**config.mk**
```make
export PLATFORM = sky130hd
export DESIGN_NAME = dma_copy_engine_flat
export DESIGN_NICKNAME = d
export VERILOG_FILES = /design/src/rtl/dma_pkg.sv /design/src/rtl/dma_copy_engine_if.sv /design/src/rtl/dma_range_check.sv /design/src/rtl/dma_copy_engine.sv /design/src/flat_wrapper.sv
export SDC_FILE = /design/constraint.sdc
export NUM_CORES = 1
export LEC_CHECK = 0
export ABC_CLOCK_PERIOD_IN_PS = 7750
export CAP_MARGIN = 15
export CORE_MARGIN = 3
export CORE_UTILIZATION = 40
export CTS_CLUSTER_DIAMETER = 80
export CTS_CLUSTER_SIZE = 14
export DETAILED_ROUTE_END_ITERATION = 6
export GPL_TIMING_DRIVEN = 0
export PLACE_DENSITY = 0.65
export SETUP_SLACK_MARGIN = 0.5
export SLEW_MARGIN = 5
export SYNTH_ARGS = -nofsm -noshare
export SYNTH_HDL_FRONTEND = slang
export SYNTH_SLANG_ARGS = --single-unit
```
**constraint.sdc**
```tcl
create_clock -name clk -period 7.75 [get_ports clk]
set_input_delay 2.325 -clock clk [delete_from_list [all_inputs] [get_ports clk]]
set_output_delay 2.325 -clock clk [all_outputs]
set_load 0.005 [all_outputs]
```
**src/rtl/dma_pkg.sv**
```systemverilog
// ---------------------------------------------------------------------------
// dma_pkg
// Shared definitions for the DMA copy/fill engine: FSM state encoding,
// operating-mode constants and the default address limit of the 1 KiB
// byte-addressed data memory.
// ---------------------------------------------------------------------------
package dma_pkg;

    typedef enum logic [1:0] {
        IDLE = 2'd0,
        RD   = 2'd1,
        WR   = 2'd2,
        FIN  = 2'd3
    } dma_state_e;

    localparam logic MODE_COPY = 1'b0;
    localparam logic MODE_FILL = 1'b1;

    localparam logic [15:0] DMA_ADDR_LIMIT = 16'h03FF;
    localparam int          DMA_LEN_W      = 10;

endpackage

```
**src/rtl/dma_copy_engine_if.sv**
```systemverilog
// ---------------------------------------------------------------------------
// dma_copy_engine_if
// Memory-port bundle shared between the DMA engine and the data memory /
// port arbiter.
//   bus_req   engine requests the memory port
//   bus_gnt   port granted this cycle
//   mem_addr  byte address to memory
//   mem_wdata write data {hi,lo}
//   mem_we    write enable (memory commits at the rising edge)
//   mem_rdata combinational read data for mem_addr
// master = engine side, slave = memory/arbiter side.
// ---------------------------------------------------------------------------
interface dma_copy_engine_if;
    logic        bus_req;
    logic        bus_gnt;
    logic [15:0] mem_addr;
    logic [15:0] mem_wdata;
    logic        mem_we;
    logic [15:0] mem_rdata;

    modport master (
        output bus_req, mem_addr, mem_wdata, mem_we,
        input  bus_gnt, mem_rdata
    );

    modport slave (
        input  bus_req, mem_addr, mem_wdata, mem_we,
        output bus_gnt, mem_rdata
    );
endinterface

```
**src/rtl/dma_range_check.sv**
```systemverilog
// ---------------------------------------------------------------------------
// dma_range_check
// Combinational start validation and transfer-direction decision.
//   src, dst    base byte addresses (any alignment)
//   len         word count
//   mode        MODE_COPY / MODE_FILL
//   ok          request is legal (non-zero length, every touched byte of dst,
//               and of src when copying, lies at or below ADDR_LIMIT)
//   descending  copy must run from the top down because dst overlaps src
//               from above
// ---------------------------------------------------------------------------
module dma_range_check
    import dma_pkg::*;
#(
    parameter logic [15:0] ADDR_LIMIT = DMA_ADDR_LIMIT,
    parameter int          LEN_W      = DMA_LEN_W
) (
    input  logic [15:0]      src,
    input  logic [15:0]      dst,
    input  logic [LEN_W-1:0] len,
    input  logic             mode,
    output logic             ok,
    output logic             descending
);

    logic [16:0] span;
    logic [16:0] src_end;
    logic [16:0] dst_end;
    logic [16:0] limit;

    // Byte span 2*len and end addresses are kept in 17 bits so an end
    // address past 0xFFFF is seen as out of range instead of wrapping.
    assign span    = {{(16-LEN_W){1'b0}}, len, 1'b0};
    assign src_end = {1'b0, src} + span - 17'd1;
    assign dst_end = {1'b0, dst} + span - 17'd1;
    assign limit   = {1'b0, ADDR_LIMIT};

    assign ok = (len != '0) && (dst_end <= limit) &&
                ((mode == MODE_FILL) || (src_end <= limit));

    assign descending = (mode == MODE_COPY) &&
                        ({1'b0, src} < {1'b0, dst}) &&
                        ({1'b0, dst} < ({1'b0, src} + span));

endmodule

```
**src/rtl/dma_copy_engine.sv**
```systemverilog
// ---------------------------------------------------------------------------
// dma_copy_engine
// Memory-side initiator that copies or fills blocks of 16-bit little-endian
// words in the shared data memory, sharing the port via bus_req/bus_gnt.
//   clk, rst_n   clock, synchronous active-low reset
//   start        begin operation (sampled in IDLE only)
//   mode         0 copy src->dst, 1 fill dst with fill_data
//   src,dst,len  source/destination byte addresses, word count
//   fill_data    fill pattern
//   abort        cancel running operation (highest priority)
//   busy         operation in progress (RD/WR)
//   done         one-cycle pulse after the final write
//   err          one-cycle pulse when start is rejected
//   words_left   words not yet written
//   bus          memory port (master modport)
// ---------------------------------------------------------------------------
module dma_copy_engine
    import dma_pkg::*;
#(
    parameter logic [15:0] ADDR_LIMIT = DMA_ADDR_LIMIT,
    parameter int          LEN_W      = DMA_LEN_W
) (
    input  logic             clk,
    input  logic             rst_n,
    input  logic             start,
    input  logic             mode,
    input  logic [15:0]      src,
    input  logic [15:0]      dst,
    input  logic [LEN_W-1:0] len,
    input  logic [15:0]      fill_data,
    input  logic             abort,
    output logic             busy,
    output logic             done,
    output logic             err,
    output logic [LEN_W-1:0] words_left,
    dma_copy_engine_if.master bus
);

    dma_state_e       state_q, state_d;
    logic [15:0]      src_q, src_d;
    logic [15:0]      dst_q, dst_d;
    logic [LEN_W-1:0] words_left_q, words_left_d;
    logic [15:0]      buf_q, buf_d;
    logic [15:0]      fill_q, fill_d;
    logic             mode_q, mode_d;
    logic             desc_q, desc_d;
    logic             err_q, err_d;

    logic             start_ok;
    logic             start_desc;
    logic [15:0]      last_off;

    dma_range_check #(
        .ADDR_LIMIT (ADDR_LIMIT),
        .LEN_W      (LEN_W)
    ) u_range (
        .src        (src),
        .dst        (dst),
        .len        (len),
        .mode       (mode),
        .ok         (start_ok),
        .descending (start_desc)
    );

    // Offset of the last word, 2*(len-1); only used once len is known non-zero.
    assign last_off = {{(15-LEN_W){1'b0}}, len, 1'b0} - 16'd2;

    always_ff @(posedge clk) begin
        if (!rst_n) begin
            state_q      <= IDLE;
            src_q        <= '0;
            dst_q        <= '0;
            words_left_q <= '0;
            buf_q        <= '0;
            fill_q       <= '0;
            mode_q       <= MODE_COPY;
            desc_q       <= 1'b0;
            err_q        <= 1'b0;
        end else begin
            state_q      <= state_d;
            src_q        <= src_d;
            dst_q        <= dst_d;
            words_left_q <= words_left_d;
            buf_q        <= buf_d;
            fill_q       <= fill_d;
            mode_q       <= mode_d;
            desc_q       <= desc_d;
            err_q        <= err_d;
        end
    end

    always_comb begin
        state_d       = state_q;
        src_d         = src_q;
        dst_d         = dst_q;
        words_left_d  = words_left_q;
        buf_d         = buf_q;
        fill_d        = fill_q;
        mode_d        = mode_q;
        desc_d        = desc_q;
        err_d         = 1'b0;
        bus.bus_req   = 1'b0;
        bus.mem_addr  = '0;
        bus.mem_wdata = '0;
        bus.mem_we    = 1'b0;

        unique case (state_q)
            IDLE: begin
                if (start) begin
                    if (!start_ok) begin
                        err_d = 1'b1;
                    end else begin
                        mode_d       = mode;
                        desc_d       = start_desc;
                        fill_d       = fill_data;
                        words_left_d = len;
                        src_d        = start_desc ? (src + last_off) : src;
                        dst_d        = start_desc ? (dst + last_off) : dst;
                        state_d      = (mode == MODE_COPY) ? RD : WR;
                    end
                end
            end
            RD: begin
                bus.bus_req  = 1'b1;
                bus.mem_addr = src_q;
                if (bus.bus_gnt) begin
                    buf_d   = bus.mem_rdata;
                    state_d = WR;
                end
            end
            WR: begin
                bus.bus_req   = 1'b1;
                bus.mem_addr  = dst_q;
                bus.mem_wdata = (mode_q == MODE_FILL) ? fill_q : buf_q;
                bus.mem_we    = bus.bus_gnt;
                if (bus.bus_gnt) begin
                    words_left_d = words_left_q - LEN_W'(1);
                    src_d        = desc_q ? (src_q - 16'd2) : (src_q + 16'd2);
                    dst_d        = desc_q ? (dst_q - 16'd2) : (dst_q + 16'd2);
                    if (words_left_q == LEN_W'(1)) begin
                        state_d = FIN;
                    end else begin
                        state_d = (mode_q == MODE_COPY) ? RD : WR;
                    end
                end
            end
            FIN: begin
                state_d = IDLE;
            end
            default: begin
                state_d = IDLE;
            end
        endcase

        // Abort overrides everything outside IDLE: no write, progress frozen.
        if (abort && (state_q != IDLE)) begin
            state_d      = IDLE;
            bus.mem_we   = 1'b0;
            src_d        = src_q;
            dst_d        = dst_q;
            words_left_d = words_left_q;
            buf_d        = buf_q;
        end
    end

    assign busy       = (state_q == RD) || (state_q == WR);
    assign done       = (state_q == FIN);
    assign err        = err_q;
    assign words_left = words_left_q;

endmodule
```
**src/flat_wrapper.sv**
```systemverilog
// flat-port wrapper written by rule: the top's interface ports become plain ports
module dma_copy_engine_flat import dma_pkg::*;
#(
    parameter logic [15:0] ADDR_LIMIT = DMA_ADDR_LIMIT,
    parameter int          LEN_W      = DMA_LEN_W
)
  (clk, rst_n, start, mode, src, dst, len, fill_data, abort, busy, done, err, words_left, bus_bus_req, bus_mem_addr, bus_mem_wdata, bus_mem_we, bus_bus_gnt, bus_mem_rdata);
  dma_copy_engine_if bus_i ();
  input  logic clk;
  input  logic rst_n;
  input  logic start;
  input  logic mode;
  input  logic [15:0] src;
  input  logic [15:0] dst;
  input  logic [LEN_W-1:0] len;
  input  logic [15:0] fill_data;
  input  logic abort;
  output logic busy;
  output logic done;
  output logic err;
  output logic [LEN_W-1:0] words_left;
  output wire logic [$bits(bus_i.bus_req)-1:0] bus_bus_req;
  output wire logic [$bits(bus_i.mem_addr)-1:0] bus_mem_addr;
  output wire logic [$bits(bus_i.mem_wdata)-1:0] bus_mem_wdata;
  output wire logic [$bits(bus_i.mem_we)-1:0] bus_mem_we;
  input wire logic [$bits(bus_i.bus_gnt)-1:0] bus_bus_gnt;
  input wire logic [$bits(bus_i.mem_rdata)-1:0] bus_mem_rdata;
  assign bus_bus_req = bus_i.bus_req;
  assign bus_mem_addr = bus_i.mem_addr;
  assign bus_mem_wdata = bus_i.mem_wdata;
  assign bus_mem_we = bus_i.mem_we;
  assign bus_i.bus_gnt = bus_bus_gnt;
  assign bus_i.mem_rdata = bus_mem_rdata;
  dma_copy_engine #(.ADDR_LIMIT(ADDR_LIMIT), .LEN_W(LEN_W)) u_core (.clk(clk), .rst_n(rst_n), .start(start), .mode(mode), .src(src), .dst(dst), .len(len), .fill_data(fill_data), .abort(abort), .busy(busy), .done(done), .err(err), .words_left(words_left), .bus(bus_i));
endmodule
```
==> reports/metrics.yaml, run 1 <==
global_routing:
  use_met3_pct: 2.41
  top_usage_layer: "met2"
  grt_util_all_layers_pct: 24.4
  use_met2_pct: 40.1
  grt_max_degree: 30
  grtUsageMet1_pct: 34.2
  grt_pass1_wl_mm: 51.2
  grt_pass1_vias: 9510
  grt_overflow: 0
  antenna_found_initial: 1
route:
  wl_per_cell_um: 18.9
  vias: 10200
  drt_iter0_markers: 776
  route.detailed.drc: 0
  ant_nets: 0
  viasPerCell: 5.82
  wirelength_mm: 33.1
  drt_first_pass_iters: 5
min_path:
  hold_start: "u_core.buf_q[15]"
  hold_class: "flop to flop"
clock_network:
  cts_tree: "done"
  cts_buffers: 9
  clk_latency_ns: 0.35
  cts_hold_buf: 0
  htreeDepth: 3
  clockBufferDepth: 2
  cts.sink_count: 79
  clk_pin_slew_ns: 0.07
  clock-root-buffer: "clkbuf_16"
critical_path:
  crit_required_ns: 8.02
  r2r_end: "u_core.dst_q[15]"
  cpPeakStageDelay_ns: 0.59
  cp_top_family: "compound AO/OA/AOI/OAI gates"
  endpoint: "u_core.src_q[15]"
  critPathBufInv: 5
  worstSetupStartpointType: "input pin"
  cp-end-kind: "flop"
  cp.arrival_ns: 7.32
  worstSetupPathType: "input pin to flop"
  reg2reg_depth: 12
  ff2ff_setup_slack_ns: 4.33
  rr_startpoint: "u_core.desc_q"
  cp.depth: 18
  path_cells: "clkdlybuf4s50_1, inv_1, ha_1, inv_1, ha_1, fa_1, a211o_1, a31oi_1, o21ai_1, a221oi_1, o211ai_1, or3_1, o21ba_2, a211oi_2, buf_2, buf_2, o211ai_1, o22ai_1"
  startpoint: "len[0]"
  cp_max_fo: 10
  slowest_stage: "clkdlybuf4s50_1"
pwr:
  p_leak_nw: 4.80
  power_mw: 1.79
  p_per_area_nw_per_um2: 151
  vdd_drop_max_mv: 0.0938
floorplan:
  start_util_pct: 40.8
  die_h_um: 161
  die_x_um: 161
  dieArea_sq_um: 26000
  num_io_pins: 127
  coreArea_sq_um: 23600
  fp-row-count: 56
synth:
  synth_edf_count: 0
  yosys.area.top_type_share_pct: 16.4
  ys_types: 81
  syn_avg_cell_area_sq_um: 7.54
  yosysSeqAreaShare_pct: 16.4
  synth_nets: 1490
  yosysTopAreaCell: "dfxtp_1"
  synthCells: 1280
  async_flop_share_pct: 0
  syn_area_sq_um: 9650
  yosysWarnings: 0
  ys_ff_latch: 79
  synth_ff_type: "dfxtp_1"
  synth.area.top_cells: "dfxtp_1 (16%), ha_1 (16%), a21oi_1 (4.9%)"
timing:
  tightest_slew_ns: 0.781
  period_share_pct: 91.0
  hold_slack_ns: 0.455
  rsz0062_at_grt: "no"
  drv_slew: 0
  final_hold_viol_count: 0
  finalSetupViolations: 0
  fmax_ghz: 0.142
  period_minus_slack_ns: 7.05
  slew_headroom_pct: 47.9
  fin_skew_ns: 0.00956
finish:
  fill_cells: 2353
  layout_common_cells: "nand2_1 (124), clkdlybuf4s50_1 (124), ha_1 (123)"
  layout.nets: 1637
  drive_above_1_share_pct: 5.94
  area_growth_syn_to_layout_pct: 22.6
run:
  drv_cap: 0
placed_design:
  io_buffers: 126
  dp_hpwl_mm: 26.9
  place_congestion: 0.921
status:
  status: "finished clean"
## flip-flops by register name (all words and copies together) (netlist names)
name	count
u_core.dst_q	16
u_core.mode_q	1
u_core.src_q	16
u_core.fill_q	16
u_core.state_q	2
u_core.err	1
u_core.desc_q	1
u_core.buf_q	16
u_core.words_left	10
## metrics by stage
stage | utilization [%] | cells | setup TNS (ns) | instance area (sq um) | setup slack (ns)
floorplan | - | 1280 | 0 | 9650 | 1.15
global placement | 47.9 | 1725 | -8.90 | 11300 | -0.471
detailed placement | 47.9 | 1725 | -11.18 | 11300 | -0.535
CTS | 49.5 | 1745 | 0 | 11700 | 0.500
global route | 50.1 | 1751 | 0 | 11800 | 0.514
finish | 50.1 | 1751 | 0 | 11800 | 0.701
## final cells by class
cell class | instances | area, sq um | share of cell area [%]
clock buffer | 10 | 229 | 1.94
clock inverter | 5 | 82.6 | 0.698
sequential | 79 | 1580 | 13.4
multi-input combinational | 1063 | 7630 | 64.5
timing repair buffer | 136 | 1360 | 11.5
inverter | 80 | 300 | 2.54
antenna | 1 | 2.50 | 0.0212
tap | 319 | 399 | 3.37
buffer | 58 | 244 | 2.06
## how the worst min path moves through the flow
| stage | slack [ns] | cells past startpoint | endpoint |
|---|---|---|---|
| 2_1_floorplan | 0.44 | 2 | u_core.buf_q[0] |
| 3_3_place_gp | 0.44 | 2 | u_core.buf_q[6] |
| 3_5_place_dp | 0.45 | 2 | u_core.buf_q[15] |
| 4_1_cts | 0.46 | 2 | u_core.buf_q[15] |
| 5_1_grt | 0.47 | 2 | u_core.buf_q[1] |
| 6_report | 0.46 | 2 | u_core.buf_q[15] |
## Yosys cell counts (23+ instances only)
master and n:
a211oi_1 26, inv_1 78, a21o_1 23, o21ai_0 43, ha_1 124, nor3_1 33
nand2_1 124, mux2i_1 41, xor2_1 32, nand3_1 32, dfxtp_1 79, a21oi_1 94
xnor2_1 44, nor2b_1 27, clkbuf_1 45, nor2_1 100
## worst reg2reg max path: cells and delay by family, from the launching register on
family                     cells  cell delay (ns)
AOI/OAI and AO/OA              8             1.71
buffers and inverters          1             0.22
DFF                            1             0.57
adders and majority gates      1             0.47
and+or+nand+nor                1             0.20
xor gates and xnor gates       1             0.17
## per-layer routing
metal	share of wire, %	vias to the layer above
met3	6.5	54
met1	46	4753
met5	0	-
met2	45	368
met4	2.4	0
li1	-	5024
## where the power goes
part	total [mW]	switching, mW	leakage (nW)	internal, mW
clock	0.468	0.186	0.153	0.282
sequential	0.434	0.0112	0.637	0.423
combinational	0.888	0.540	4.01	0.348
## logic make-up (layout without fill, tap and decap cells)
group,Yosys count,count (layout),share of synthesized area (%)
other,0,1,0
XOR/XNOR,76,76,6.90
flip-flops,79,79,16.4
AND/OR/NAND/NOR,418,418,20.9
multiplexers,44,44,4.60
buffers and inverters,138,289,5.56
AO/OA/AOI/OAI,393,393,28.1
adder cells (fa/ha/maj),132,132,17.6
## timing repair
| item | CTS | global route |
|---|---|---|
| gates resized for setup | 6 | 24 |
| setup endpoints to repair | 31 | 36 |
| pin swaps | 3 | 3 |
| setup buffers | 5 | 4 |
No activity file was read; power rests on OpenSTA's default activity.
==> inputs of run 2 (changes only) <==
Settings changed: ABC_CLOCK_PERIOD_IN_PS 7750 to 8900.
Clock period 7.75 ns to 8.9 ns, I/O delays scaled along.
==> reports/metrics.yaml, run 2 (same netlist as run 1, synthesis figures left out) <==
placed_design:
  io_buffers: 126  # unchanged
  dp_hpwl_mm: 26.9  # unchanged
  dp_cells: 1725  # unchanged
  place_congestion: 0.921  # unchanged
finish:
  antenna_cells: 0  # -1
  layout_common_cells: "clkdlybuf4s50_1 (126), nand2_1 (124), ha_1 (124)"
  post_layout_nonfiller_instances: 1741  # -0.57%
  drive_above_1_share_pct: 4.29  # -1.7 points
  area_growth_syn_to_layout_pct: 20.9
  layout.nets: 1628  # -0.55%
  final_common_cell: "clkdlybuf4s50_1"
global_routing:
  grt_overflow: 0  # unchanged
  grt_pass1_wl_mm: 51.0  # -0.28%
  grt_max_degree: 30  # unchanged
  antenna_found_initial: 0  # -1
  grt_pass1_vias: 9484  # -0.27%
  grt_util_all_layers_pct: 24.4  # -0.054 points
critical_path:
  reg2reg_depth: 12  # unchanged
  slowest_stage: "clkdlybuf4s50_1"
  cpPeakStageDelay_ns: 0.52  # -0.07 ns
  cp-end-kind: "flop"
  endpoint: "u_core.src_q[1]"
  critPathBufInv: 2  # -3
  path_cells: "clkdlybuf4s50_1, ha_1, fa_1, a211oi_1, o21bai_1, a21oi_1, xnor2_1, ha_1, a21oi_1, a21boi_0, a211o_1, maj3_2, maj3_2, a221oi_4, nand3_2, buf_4, mux2i_1, o221ai_1"
  worstSetupPathType: "input pin to flop"
  cp_max_fo: 10  # unchanged
  ff2ff_setup_slack_ns: 5.49  # +1.16 ns
  cp_top_family: "compound AO/OA/AOI/OAI gates"
  rr_startpoint: "u_core.desc_q"
  worstSetupStartpointType: "input pin"
  cp.depth: 18  # unchanged
  crit_required_ns: 9.09  # +1.07 ns
  r2r_end: "u_core.dst_q[15]"
  cp.arrival_ns: 8.27  # +0.95 ns
  startpoint: "len[0]"
clock_network:
  clock-root-buffer: "clkbuf_16"
  clk_latency_ns: 0.35  # about the same
  cts-resized-gates: 0  # -6
  clk_pin_slew_ns: 0.06  # about the same
  cts_hold_buf: 0  # unchanged
  cts_tree: "done"
  post_cts_buffers: 0  # -5
  htreeDepth: 3  # unchanged
  cts.sink_count: 79  # unchanged
  cts_buffers: 9  # unchanged
  clockBufferDepth: 2  # unchanged
timing:
  drv_slew: 0  # unchanged
  period_minus_slack_ns: 8.08
  fin_skew_ns: 0.0118  # +0.00220 ns
  finalSetupViolations: 0  # unchanged
  period_share_pct: 90.8
  final_hold_viol_count: 0  # unchanged
  fmax_ghz: 0.124
  final.setup.tns_ns: 0  # unchanged
  slew_headroom_pct: 45.5  # -2.4 points
  rsz0062_at_grt: "no"
  tightest_slew_ns: 0.797  # +0.0153 ns
status:
  status: "finished clean"
route:
  wl_met3_mm: 2.01  # -5.9%
  viasPerCell: 5.82  # about the same
  wl_per_cell_um: 18.8  # -0.29%
  drt_first_pass_iters: 6  # +1
  met2_length_mm: 14.9  # -0.50%
  maxUsedRoutingLayer: "met4"
  wl_met1_mm: 15.1  # -0.41%
  vias: 10100  # -0.66%
  route.detailed.drc: 0  # unchanged
  wirelength_mm: 32.8  # -0.86%
  drt_iter0_markers: 767  # -1.2%
  ant_nets: 0  # unchanged
run:
  drv_cap: 0  # unchanged
pwr:
  p_per_area_nw_per_um2: 132  # -13%
  vdd_drop_max_mv: 0.0817  # -13%
  p_leak_nw: 4.73  # -1.6%
floorplan:
  dieArea_sq_um: 26000  # unchanged
  fp-row-count: 56  # unchanged
  coreArea_sq_um: 23600  # unchanged
  die_h_um: 161  # unchanged
  start_util_pct: 40.8  # unchanged
  num_io_pins: 127  # unchanged
  die_x_um: 161  # unchanged
min_path:
  hold_class: "flop to flop"
run 2: worst register-to-register path: cells and delay by family (launching register included):
family | cells | cell delay, ns
buf+inv | 1 | 0.21
compound gates | 8 | 1.71
xor+xnor | 1 | 0.17
fa+ha+maj | 1 | 0.47
simple gates | 1 | 0.20
flops | 1 | 0.56
run 2: where the power goes:
| part | leakage, nW | internal (mW) | switching [mW] |
|---|---|---|---|
| registers | 0.637 | 0.368 | 0.00976 |
| clock network | 0.153 | 0.246 | 0.160 |
| logic | 3.94 | 0.295 | 0.462 |
run 2: final cells by class:
type                       count  area (sq um)
buffer                        58           236
clock buffer                  10           229
clock inverter                 5          82.6
fill                        2369         11900
inverter                      80           300
multi-input combinational   1063          7550
sequential                    79          1580
tap                          319           399
timing repair buffer         127          1290
run 2: layer usage:
layer	up-vias	global-route usage [%]
met3	51	2.41
met5	-	0
met1	4714	34.2
met2	370	40.0
li1	4997	-
met4	0	6.73
run 2: how the worst min path moves through the flow:
stage | start | to | cells after the start
finish | u_core.buf_q[15] | u_core.buf_q[15] | 2
global route | u_core.buf_q[1] | u_core.buf_q[1] | 2
CTS | u_core.buf_q[15] | u_core.buf_q[15] | 2
detailed placement | u_core.buf_q[15] | u_core.buf_q[15] | 2
global placement | u_core.buf_q[6] | u_core.buf_q[6] | 2
floorplan | u_core.buf_q[0] | u_core.buf_q[0] | 2
run 2: metrics by stage:
stage	setup slack [ns]	area, sq um	power [mW]	hold WS [ns]	utilization (%)
6_report	0.823	11700	1.54	0.456	49.4
3_5_place_dp	0.270	11300	1.13	0.448	47.9
4_1_cts	0.619	11600	1.53	0.457	49.2
2_1_floorplan	1.95	9650	0.880	0.436	-
3_3_place_gp	0.334	11300	1.12	0.443	47.9
5_1_grt	0.529	11700	1.63	0.473	49.4
==> inputs of run 3 (changes only) <==
Settings changed: CORE_ASPECT_RATIO set to 1.4, MAX_ROUTING_LAYER set to met4, SLEW_MARGIN 5 to 20.
==> reports/metrics.yaml, run 3 (same netlist as run 1, synthesis figures left out) <==
pwr:
  seqPwrFrac_pct: 24.6  # about the same
  netSwitchingPower_mw: 0.634  # +0.35%
  power_mw: 1.53  # -0.56%
  vdd_drop_max_mv: 0.0936  # +15%
  combPwrFrac_pct: 49.5  # +0.3 points
  intPower_mw: 0.897  # -1.2%
  p_leak_nw: 4.72  # -0.24%
  power_frac_clock_pct: 25.9  # -0.4 points
  p_per_area_nw_per_um2: 132  # -0.24%
  swShare_pct: 41.4  # +0.38 points
critical_path:
  worstSetupPathType: "input pin to flop"
  cp-end-kind: "flop"
  crit_required_ns: 9.12  # +0.03 ns
  ff2ff_setup_slack_ns: 5.19  # -0.30 ns
  cp_max_fo: 10  # unchanged
  rr_startpoint: "u_core.desc_q"
  worstSetupStartpointType: "input pin"
  r2r_end: "u_core.dst_q[15]"
  cp.arrival_ns: 8.20  # -0.07 ns
  reg2reg_depth: 12  # unchanged
timing:
  finalSetupViolations: 0  # unchanged
  fmax_ghz: 0.125  # +1.1%
  fin_skew_ns: 0.00988  # -0.00187 ns
  slew_headroom_pct: 42.7  # -2.9 points
  drv_slew: 0  # unchanged
  rsz0062_at_grt: "no"
  period_share_pct: 89.7  # -1.0 points
  tightest_slew_ns: 0.838  # +0.0417 ns
  final.setup.tns_ns: 0  # unchanged
  final_hold_viol_count: 0  # unchanged
  period_minus_slack_ns: 7.99  # -0.0910 ns
route:
  vias: 10100  # -0.099%
  route.detailed.drc: 0  # unchanged
  ant_nets: 0  # unchanged
  drt_first_pass_iters: 5  # -1
  viasPerCell: 5.86  # +0.65%
  drt_iter0_markers: 447  # -42%
  wl_per_cell_um: 19.1  # +1.6%
  wirelength_mm: 33.1  # +0.80%
finish:
  layout_common_cells: "clkdlybuf4s50_1 (126), nand2_1 (124), ha_1 (124)"
  layout.nets: 1627  # -0.061%
  final_common_cell: "clkdlybuf4s50_1"
  drive_above_1_share_pct: 4.43  # +0.14 points
  antenna_cells: 0  # unchanged
  post_layout_nonfiller_instances: 1728  # -0.75%
  area_growth_syn_to_layout_pct: 20.5
placed_design:
  place_congestion: 0.935  # +1.6%
  dp_hpwl_mm: 27.3  # +1.5%
  io_buffers: 126  # unchanged
  dp_cells: 1712  # -0.75%
min_path:
  min_to: "u_core.buf_q[8]"
  whs_path_depth: 2  # unchanged
  hold_start: "u_core.buf_q[8]"
  hold_class: "flop to flop"
global_routing:
  grt_pass1_vias: 9914  # +4.5%
  grt_pass1_wl_mm: 51.6  # +1.0%
  grt_util_all_layers_pct: 25.7  # +1.3 points
  grt_overflow: 0  # unchanged
  grt_max_degree: 30  # unchanged
  antenna_found_initial: 0  # unchanged
floorplan:
  coreArea_sq_um: 23500  # -0.68%
  num_io_pins: 127  # unchanged
  start_util_pct: 41.1  # +0.28 points
  die_x_um: 137  # -15%
  die_h_um: 190  # +18%
  dieArea_sq_um: 26000  # +0.10%
  fp-row-count: 66  # +18%
clock_network:
  cts.sink_count: 79  # unchanged
  clk_latency_ns: 0.35  # about the same
  htreeDepth: 3  # unchanged
  post_cts_buffers: 0  # unchanged
  clk_pin_slew_ns: 0.07  # about the same
  cts_hold_buf: 0  # unchanged
  cts_tree: "done"
  clockBufferDepth: 2  # unchanged
  clock-root-buffer: "clkbuf_16"
  cts_buffers: 9  # unchanged
run:
  drv_cap: 0  # unchanged
status:
  status: "finished clean"
[run 3: worst max path at each step]
stage            from          endpoint  slack (ns)
5_1_grt        len[0]  u_core.dst_q[15]        0.56
4_1_cts        len[0]  u_core.dst_q[15]        0.75
6_report       len[0]  u_core.dst_q[11]        0.91
3_3_place_gp   len[0]  u_core.dst_q[10]        0.45
2_1_floorplan  src[1]  u_core.src_q[12]        1.95
3_5_place_dp   len[0]   u_core.src_q[6]        0.42
[run 3: power groups by stage]
stage	Clock [mW]	Combinational, mW	Sequential (mW)
final	0.396	0.758	0.377
after floorplan	0	0.497	0.383
after detailed placement	0	0.751	0.385
after CTS	0.400	0.754	0.377
after global placement	0	0.742	0.385
after global routing	0.413	0.834	0.379
[run 3: metal layers]
layer	GRT usage (%)	share of wire, %
met2	46.0	51
met1	27.6	39
met4	13.4	5.3
met3	2.43	4.3
met5	-	0
[run 3: layout make-up]
| type | count | area [sq um] |
|---|---|---|
| buffer | 58 | 236 |
| clock buffer | 11 | 253 |
| clock inverter | 5 | 63.8 |
| fill | 2348 | 11800 |
| inverter | 80 | 300 |
| multi-input combinational | 1063 | 7550 |
| sequential | 79 | 1580 |
| tap | 306 | 383 |
| timing repair buffer | 126 | 1260 |
[run 3: through the flow]
| step | instance area, sq um | setup WS [ns] | util (%) | hold slack (ns) |
|---|---|---|---|---|
| 4_1_cts | 11600 | 0.752 | 49.5 | 0.457 |
| 3_5_place_dp | 11300 | 0.425 | 48.1 | 0.448 |
| 3_3_place_gp | 11300 | 0.452 | 48.1 | 0.443 |
| 5_1_grt | 11600 | 0.564 | 49.6 | 0.472 |
| 6_report | 11600 | 0.914 | 49.6 | 0.454 |
| 2_1_floorplan | 9650 | 1.95 | - | 0.436 |
[run 3: timing repair]
| item | 4_1_cts | 5_1_grt |
|---|---|---|
| endpoints found under the hold margin | 0 | 0 |
| resized for setup | 0 | 2 |
| setup endpoints to repair | 0 | 23 |
[run 3: critical path: stages]
cell and delay [ns]:
clkdlybuf4s50_1 0.54, ha_1 0.29, fa_1 0.42, a211oi_1 0.49, o21bai_1 0.21, a21oi_1 0.30, xnor2_1 0.23, ha_1 0.33
a21oi_1 0.13, a21boi_0 0.09, a211o_1 0.32, maj3_2 0.33, maj3_2 0.35, a221oi_4 0.50, clkbuf_1 0.44, a21oi_1 0.13
a211oi_1 0.33, o22ai_1 0.11
